--- src/rtl/pc_sequencer_if.sv ---
// Handshake/bus bundle between pc_sequencer (slave side) and the CPU/memory/counter side (master).
interface pc_sequencer_if;
  logic [31:0] i_PC;
  logic        i_mem_ready;
  logic [31:0] i_mem_rdata;
  logic        i_exec_done;
  logic        i_branch_taken;
  logic [31:0] i_branch_target;
  logic        i_trap;
  logic [31:0] i_trap_vector;
  logic        o_mem_req;
  logic [31:0] o_mem_addr;
  logic [31:0] o_instr;
  logic        o_instr_valid;
  logic        o_load_PC;
  logic        o_jump_DV;
  logic [31:0] o_jump_address;
  logic        o_fetch_fault;

  modport slave (
    input  i_PC, i_mem_ready, i_mem_rdata, i_exec_done,
    input  i_branch_taken, i_branch_target, i_trap, i_trap_vector,
    output o_mem_req, o_mem_addr, o_instr, o_instr_valid,
    output o_load_PC, o_jump_DV, o_jump_address, o_fetch_fault
  );

  modport master (
    output i_PC, i_mem_ready, i_mem_rdata, i_exec_done,
    output i_branch_taken, i_branch_target, i_trap, i_trap_vector,
    input  o_mem_req, o_mem_addr, o_instr, o_instr_valid,
    input  o_load_PC, o_jump_DV, o_jump_address, o_fetch_fault
  );
endinterface

--- src/rtl/pc_sequencer.sv ---
// PC sequencer: reset-vector load, fetch/wait, execute wait and PC update with trap > branch > +4.
// Optional fetch-wait timeout enabled by macro FETCH_TIMEOUT_EN.
module pc_sequencer #(
  parameter logic [31:0] RESET_VECTOR = 32'h0000_0000
`ifdef FETCH_TIMEOUT_EN
  , parameter int unsigned TIMEOUT_CYCLES = 64
`endif
) (
  input logic           i_clk,
  input logic           i_rst,
  pc_sequencer_if.slave bus
);

  typedef enum logic [2:0] {
    S_RESET  = 3'd0,
    S_FETCH  = 3'd1,
    S_WAIT   = 3'd2,
    S_EXEC   = 3'd3,
    S_UPDATE = 3'd4
  } state_t;

  state_t state_r;

  assign bus.o_mem_addr = bus.i_PC;

`ifdef FETCH_TIMEOUT_EN
  localparam int unsigned CNT_W = $clog2(TIMEOUT_CYCLES + 1);
  logic [CNT_W-1:0] wait_cnt_r;
`else
  assign bus.o_fetch_fault = 1'b0;
`endif

  // Outputs are registered on entry to a state, so each strobe lines up with the state it belongs to.
  always_ff @(posedge i_clk) begin
    if (i_rst) begin
      state_r            <= S_RESET;
      bus.o_mem_req      <= 1'b0;
      bus.o_instr        <= 32'h0000_0000;
      bus.o_instr_valid  <= 1'b0;
      bus.o_load_PC      <= 1'b0;
      bus.o_jump_DV      <= 1'b0;
      bus.o_jump_address <= 32'h0000_0000;
`ifdef FETCH_TIMEOUT_EN
      bus.o_fetch_fault  <= 1'b0;
      wait_cnt_r         <= '0;
`endif
    end else begin
      case (state_r)
        // First cycle out of reset raises the strobe; the second hands over to fetch.
        S_RESET: begin
          if (!bus.o_load_PC) begin
            bus.o_load_PC      <= 1'b1;
            bus.o_jump_DV      <= 1'b1;
            bus.o_jump_address <= RESET_VECTOR;
          end else begin
            bus.o_load_PC      <= 1'b0;
            bus.o_jump_DV      <= 1'b0;
            bus.o_jump_address <= 32'h0000_0000;
            bus.o_mem_req      <= 1'b1;
`ifdef FETCH_TIMEOUT_EN
            wait_cnt_r         <= '0;
`endif
            state_r            <= S_FETCH;
          end
        end
        S_FETCH, S_WAIT: begin
          if (bus.i_mem_ready) begin
            bus.o_instr       <= bus.i_mem_rdata;
            bus.o_instr_valid <= 1'b1;
            bus.o_mem_req     <= 1'b0;
            state_r           <= S_EXEC;
          end else if (state_r == S_FETCH) begin
            state_r <= S_WAIT;
          end else begin
`ifdef FETCH_TIMEOUT_EN
            // Ready in the expiry cycle takes the branch above, so a late fetch still wins.
            if (wait_cnt_r == CNT_W'(TIMEOUT_CYCLES - 1)) begin
              bus.o_fetch_fault  <= 1'b1;
              bus.o_mem_req      <= 1'b0;
              bus.o_load_PC      <= 1'b1;
              bus.o_jump_DV      <= 1'b1;
              bus.o_jump_address <= bus.i_trap_vector;
              state_r            <= S_UPDATE;
            end else begin
              wait_cnt_r <= wait_cnt_r + CNT_W'(1);
            end
`else
            state_r <= S_WAIT;
`endif
          end
        end
        S_EXEC: begin
          bus.o_instr_valid <= 1'b0;
          if (bus.i_exec_done) begin
            bus.o_load_PC <= 1'b1;
            if (bus.i_trap) begin
              bus.o_jump_DV      <= 1'b1;
              bus.o_jump_address <= bus.i_trap_vector;
            end else if (bus.i_branch_taken) begin
              bus.o_jump_DV      <= 1'b1;
              bus.o_jump_address <= bus.i_branch_target;
            end else begin
              bus.o_jump_DV      <= 1'b0;
              bus.o_jump_address <= 32'h0000_0000;
            end
            state_r <= S_UPDATE;
          end else begin
            state_r <= S_EXEC;
          end
        end
        S_UPDATE: begin
          bus.o_load_PC      <= 1'b0;
          bus.o_jump_DV      <= 1'b0;
          bus.o_jump_address <= 32'h0000_0000;
          bus.o_mem_req      <= 1'b1;
`ifdef FETCH_TIMEOUT_EN
          wait_cnt_r         <= '0;
`endif
          state_r            <= S_FETCH;
        end
        default: begin
          state_r            <= S_RESET;
          bus.o_mem_req      <= 1'b0;
          bus.o_instr_valid  <= 1'b0;
          bus.o_load_PC      <= 1'b0;
          bus.o_jump_DV      <= 1'b0;
          bus.o_jump_address <= 32'h0000_0000;
        end
      endcase
    end
  end

endmodule

--- src/flat_wrapper.sv ---
// flat-port wrapper written by rule: the top's interface ports become plain ports
module pc_sequencer_flat 
#(
  parameter logic [31:0] RESET_VECTOR = 32'h0000_0000

)
  (i_clk, i_rst, bus_i_PC, bus_i_mem_ready, bus_i_mem_rdata, bus_i_exec_done, bus_i_branch_taken, bus_i_branch_target, bus_i_trap, bus_i_trap_vector, bus_o_mem_req, bus_o_mem_addr, bus_o_instr, bus_o_instr_valid, bus_o_load_PC, bus_o_jump_DV, bus_o_jump_address, bus_o_fetch_fault);
  pc_sequencer_if bus_i ();
  input logic i_clk;
  input logic i_rst;
  input wire logic [$bits(bus_i.i_PC)-1:0] bus_i_PC;
  input wire logic [$bits(bus_i.i_mem_ready)-1:0] bus_i_mem_ready;
  input wire logic [$bits(bus_i.i_mem_rdata)-1:0] bus_i_mem_rdata;
  input wire logic [$bits(bus_i.i_exec_done)-1:0] bus_i_exec_done;
  input wire logic [$bits(bus_i.i_branch_taken)-1:0] bus_i_branch_taken;
  input wire logic [$bits(bus_i.i_branch_target)-1:0] bus_i_branch_target;
  input wire logic [$bits(bus_i.i_trap)-1:0] bus_i_trap;
  input wire logic [$bits(bus_i.i_trap_vector)-1:0] bus_i_trap_vector;
  output wire logic [$bits(bus_i.o_mem_req)-1:0] bus_o_mem_req;
  output wire logic [$bits(bus_i.o_mem_addr)-1:0] bus_o_mem_addr;
  output wire logic [$bits(bus_i.o_instr)-1:0] bus_o_instr;
  output wire logic [$bits(bus_i.o_instr_valid)-1:0] bus_o_instr_valid;
  output wire logic [$bits(bus_i.o_load_PC)-1:0] bus_o_load_PC;
  output wire logic [$bits(bus_i.o_jump_DV)-1:0] bus_o_jump_DV;
  output wire logic [$bits(bus_i.o_jump_address)-1:0] bus_o_jump_address;
  output wire logic [$bits(bus_i.o_fetch_fault)-1:0] bus_o_fetch_fault;
  assign bus_i.i_PC = bus_i_PC;
  assign bus_i.i_mem_ready = bus_i_mem_ready;
  assign bus_i.i_mem_rdata = bus_i_mem_rdata;
  assign bus_i.i_exec_done = bus_i_exec_done;
  assign bus_i.i_branch_taken = bus_i_branch_taken;
  assign bus_i.i_branch_target = bus_i_branch_target;
  assign bus_i.i_trap = bus_i_trap;
  assign bus_i.i_trap_vector = bus_i_trap_vector;
  assign bus_o_mem_req = bus_i.o_mem_req;
  assign bus_o_mem_addr = bus_i.o_mem_addr;
  assign bus_o_instr = bus_i.o_instr;
  assign bus_o_instr_valid = bus_i.o_instr_valid;
  assign bus_o_load_PC = bus_i.o_load_PC;
  assign bus_o_jump_DV = bus_i.o_jump_DV;
  assign bus_o_jump_address = bus_i.o_jump_address;
  assign bus_o_fetch_fault = bus_i.o_fetch_fault;
  pc_sequencer #(.RESET_VECTOR(RESET_VECTOR)) u_core (.i_clk(i_clk), .i_rst(i_rst), .bus(bus_i));
endmodule
--- config.mk ---
export PLATFORM = sky130hd
export DESIGN_NAME = pc_sequencer_flat
export DESIGN_NICKNAME = d
export VERILOG_FILES = /design/src/rtl/pc_sequencer_if.sv /design/src/rtl/pc_sequencer.sv /design/src/flat_wrapper.sv
export SDC_FILE = /design/constraint.sdc
export NUM_CORES = 1
export LEC_CHECK = 0
export BUFFER_PORTS_ARGS = -buffer_cell sky130_fd_sc_hd__buf_4
export CELL_PAD_IN_SITES_DETAIL_PLACEMENT = 0
export CELL_PAD_IN_SITES_GLOBAL_PLACEMENT = 1
export CORE_UTILIZATION = 30
export CTS_CLUSTER_DIAMETER = 150
export DETAILED_ROUTE_END_ITERATION = 16
export GPL_TIMING_DRIVEN = 0
export PLACE_DENSITY = 0.87
export SLEW_MARGIN = 20
export SYNTH_ARGS = -nofsm -noshare
export SYNTH_HDL_FRONTEND = slang
export SYNTH_SLANG_ARGS = --single-unit
export TNS_END_PERCENT = 10
--- constraint.sdc ---
create_clock -name i_clk -period 1.8 [get_ports i_clk]
set_clock_uncertainty 0.1 [all_clocks]
set_input_delay 0.45 -clock i_clk [delete_from_list [all_inputs] [get_ports i_clk]]
set_output_delay 0.45 -clock i_clk [all_outputs]
set_load 0.01 [all_outputs]
==> summary.txt <==
Run status
  • Status: finished, final reports clean

Global routing
  • Overflow after GRT: 0
  • Antenna violations before repair: 0
  • Vias in the first global route: 2968
  • First-pass GRT wire length: ~14000 µm
  • GR Util All Layers: 15.12%
  • Largest net degree at the start of global routing: 13

Setup path
  • Worst EP arrival: 1.83 ns
  • R2R Setup Slk: 0.13 ns
  • Crit path kind: reg -> reg
  • R2r startpoint: u_core.state_r[2]$_SDFFE_PP0P_
  • CP max-delay cell: dfxtp_1
  • CP max FO: 10
  • Crit path launch type: flip-flop
  • Largest stage delay, worst path: ~0.38 ns
  • Worst-case reg-to-reg path depth: 5
  • Critical-path cell list: or2_1 > buf_6 > nor3b_4 > buf_6 > o2bb2ai_2
  • CP Capture Type: flip-flop
  • Critical R2R Capture: u_core.bus.o_jump_address[23]$_SDFFE_PP0P_
  • CP most frequent cell: buf_6
  • Critical Path RT: a little under 2 ns

Place
  • Gpl congestion: 0.7044
  • DPL Wire Length: 7734 µm
  • Placed Cells: 670
  • Placed cell areas: just over 5000 µm²
  • PortBufs: 200

Job
  • Max-cap violations: 0

Yosys
  • Cells after synthesis: 327
  • Synth Cell Area: 3501 µm²
  • FF+latch count, synth: 71
  • Library cells used by synthesis: 37
  • Register area share after synthesis: between 40% and 50%
  • Avg Inst Size Synth: between 10 and 15 µm²
  • Synth warnings: 0
  • Post-synth net total: 461

Cells and area
  • Post-Layout Inst Area: about 5500 µm²
  • Syn-to-layout area delta: 57.26%
  • Most frequent cells in the layout: buf_4 (236), dfxtp_1 (71), nand2b_1 (64), mux2i_1 (32), a22oi_1 (31)
  • Share of post-route cells with drive strength above 1: ~55%
  • Final Non-Filler Cells: 686
  • Ant diodes: 0
  • Nets: between 600 and 700
  • Final Util: 48.21%
  • Commonest non-fill, non-tap cell in the layout: buf_4

STA
  • Hold Slack: 0.2856 ns
  • Minimum clock period: 1.668 ns
  • Setup Viol. Count Final: 0
  • Slew Viols, Final: 0
  • Final period util: 92.65%
  • Fmax: 599.6 MHz
  • Fin. Hold Viols: 0
  • RSZ-0062 raised after global routing: false

Clocking
  • Clock latency on the worst-skew pair: 0.33 ns
  • CTS-repair resized insts: 0
  • Depth of the CTS H-tree: 3
  • Clock-pin slew on the worst setup and hold paths: 0.06 ns
  • Max clock buf depth: 2
  • Clock sink total: 71
  • CTS Buf Count: 9
  • Post-CTS setup buffers: 0
  • CTS Root Cell: clkbuf_16
  • Cts hold-fix bufs: 0
  • TritonCTS clock tree: yes

Drt
  • Vias: 3088
  • Initial drt markers: 56
  • DRC viols: 0
  • 1st-pass router iterations: 4
  • Vias per std cell: between 4 and 5
  • Remaining antenna violation count: 0
  • Post-DR wirelength/cell: 14.17 µm
  • Detailed Route WL: 9721 µm

Floorplanning
  • Area of the core: 11420 µm²
  • Die Span X: 110.0 µm
  • IO Count: 235
  • Cell Rows: 39
  • Initial Util: 30.66%
  • Die height: about 110 µm
  • Die area: 12110 µm²

Worst hold path
  • Worst hold-check path type: in -> reg
  • WHS Path Cells: 3
  • Hold wc startpoint: bus_i_mem_rdata[28]
  • Hold EP: u_core.bus.o_instr[28]$_SDFFE_PP0P_

Pwr
  • Static Leak: between 2 and 2.5 nW
  • PwrDens: 1003 nW/µm²
  • Peak VDD IR: 420.3 µV
==> through the flow <==
step	power (mW)	TNS (ns)	worst slack, ns
CTS	5.603	0	0.08381
global route	5.829	0	0.01875
finish	5.524	0	0.1322
global placement	3.614	-4.831	-0.1859
floorplan	2.941	0	0.2488
detailed placement	3.652	-5.965	-0.2592
==> power breakdown <==
part	internal (mW)	switching [mW]	leakage (nW)
logic	0.894	0.784	1.73
clock network	1.25	0.675	0.156
registers	1.79	0.133	0.576
==> worst max-delay path, delay by kind of cell, from the launching register on <==
kind                   cells  cell delay [ns]
AO/OA/AOI/OAI              1             0.11
buffers and inverters      2             0.37
AND/OR/NAND/NOR            2             0.64
flip-flops                 1             0.38
==> sequential cells by signal (all words and copies together) (netlist names) <==
| signal | count |
|---|---|
| u_core.bus.o_instr_valid | 1 |
| u_core.bus.o_jump_DV | 1 |
| u_core.bus.o_load_PC | 1 |
| u_core.bus.o_instr | 32 |
| u_core.bus.o_mem_req | 1 |
| u_core.state_r | 3 |
| u_core.bus.o_jump_address | 32 |
==> cell usage after synthesis, drive strengths merged <==
cell	number	area [µm²]
a22o	1	8.760
buf	46	370.4
nor2b	1	6.260
and3	1	6.260
nor4bb	1	10.01
nor2	3	13.77
or2	3	18.77
or3	1	6.260
o311a	1	10.01
nand2b	65	409.1
or4	1	7.510
nor3b	2	26.28
o2bb2ai	31	459.2
nand3	1	5.000
a211o	1	10.01
mux2i	32	320.3
nand2	3	11.26
inv	3	11.26
dfxtp	71	1421
clkbuf	14	52.55
conb	1	3.750
o21ai	1	5.000
a21o	1	7.510
nor3	2	10.01
a211oi	1	7.510
xnor2	2	17.52
o31ai	1	7.510
a22oi	31	232.7
a21oi	5	25.02
==> how the worst max path moves through the flow <==
stage / from / end / slack [ns] / cells past startpoint
6_report: u_core.state_r[2]$_SDFFE_PP0P_ / u_core.bus.o_jump_address[23]$_SDFFE_PP0P_ / 0.13 / 5
5_1_grt: u_core.state_r[2]$_SDFFE_PP0P_ / u_core.bus.o_jump_address[0]$_SDFFE_PP0P_ / 0.02 / 5
4_1_cts: bus_i_trap / u_core.bus.o_jump_address[31]$_SDFFE_PP0P_ / 0.08 / 5
3_5_place_dp: bus_i_trap / u_core.bus.o_jump_address[31]$_SDFFE_PP0P_ / -0.26 / 5
3_3_place_gp: bus_i_trap / u_core.bus.o_jump_address[29]$_SDFFE_PP0P_ / -0.19 / 5
2_1_floorplan: i_rst / u_core.bus.o_jump_address[10]$_SDFFE_PP0P_ / 0.25 / 5
==> kinds of logic (layout without fill, tap and decap cells) <==
kind of cell	Yosys count	in the layout	synth area share, %
compound gates	74	74	22.09
xor+xnor	2	2	0.5004
buf+inv	63	279	12.40
flops	71	71	40.60
mux	32	32	9.149
other cells	1	1	0.1071
simple gates	84	84	15.15
==> metal layers <==
| metal | vias to the layer above | wire [µm] | global-route usage [%] |
|---|---|---|---|
| met3 | 10 | 1026 | 4.879 |
| met5 | - | 0 | 0 |
| met1 | 1392 | 3725 | 16.12 |
| met4 | 0 | 106 | 5.619 |
| li1 | 1533 | - | - |
| met2 | 153 | 4863 | 27.63 |
==> cell type report <==
class	instances	area, µm²
Buffer	60	422.9
Clock buffer	11	242.7
Clock inverter	5	81.33
Fill cell	1073	5913
Inverter	3	11.26
Multi-Input combinational cell	193	1645
Sequential cell	71	1421
Tap cell	143	178.9
Timing Repair Buffer	200	1501
Power figures use the tool's default switching activity.
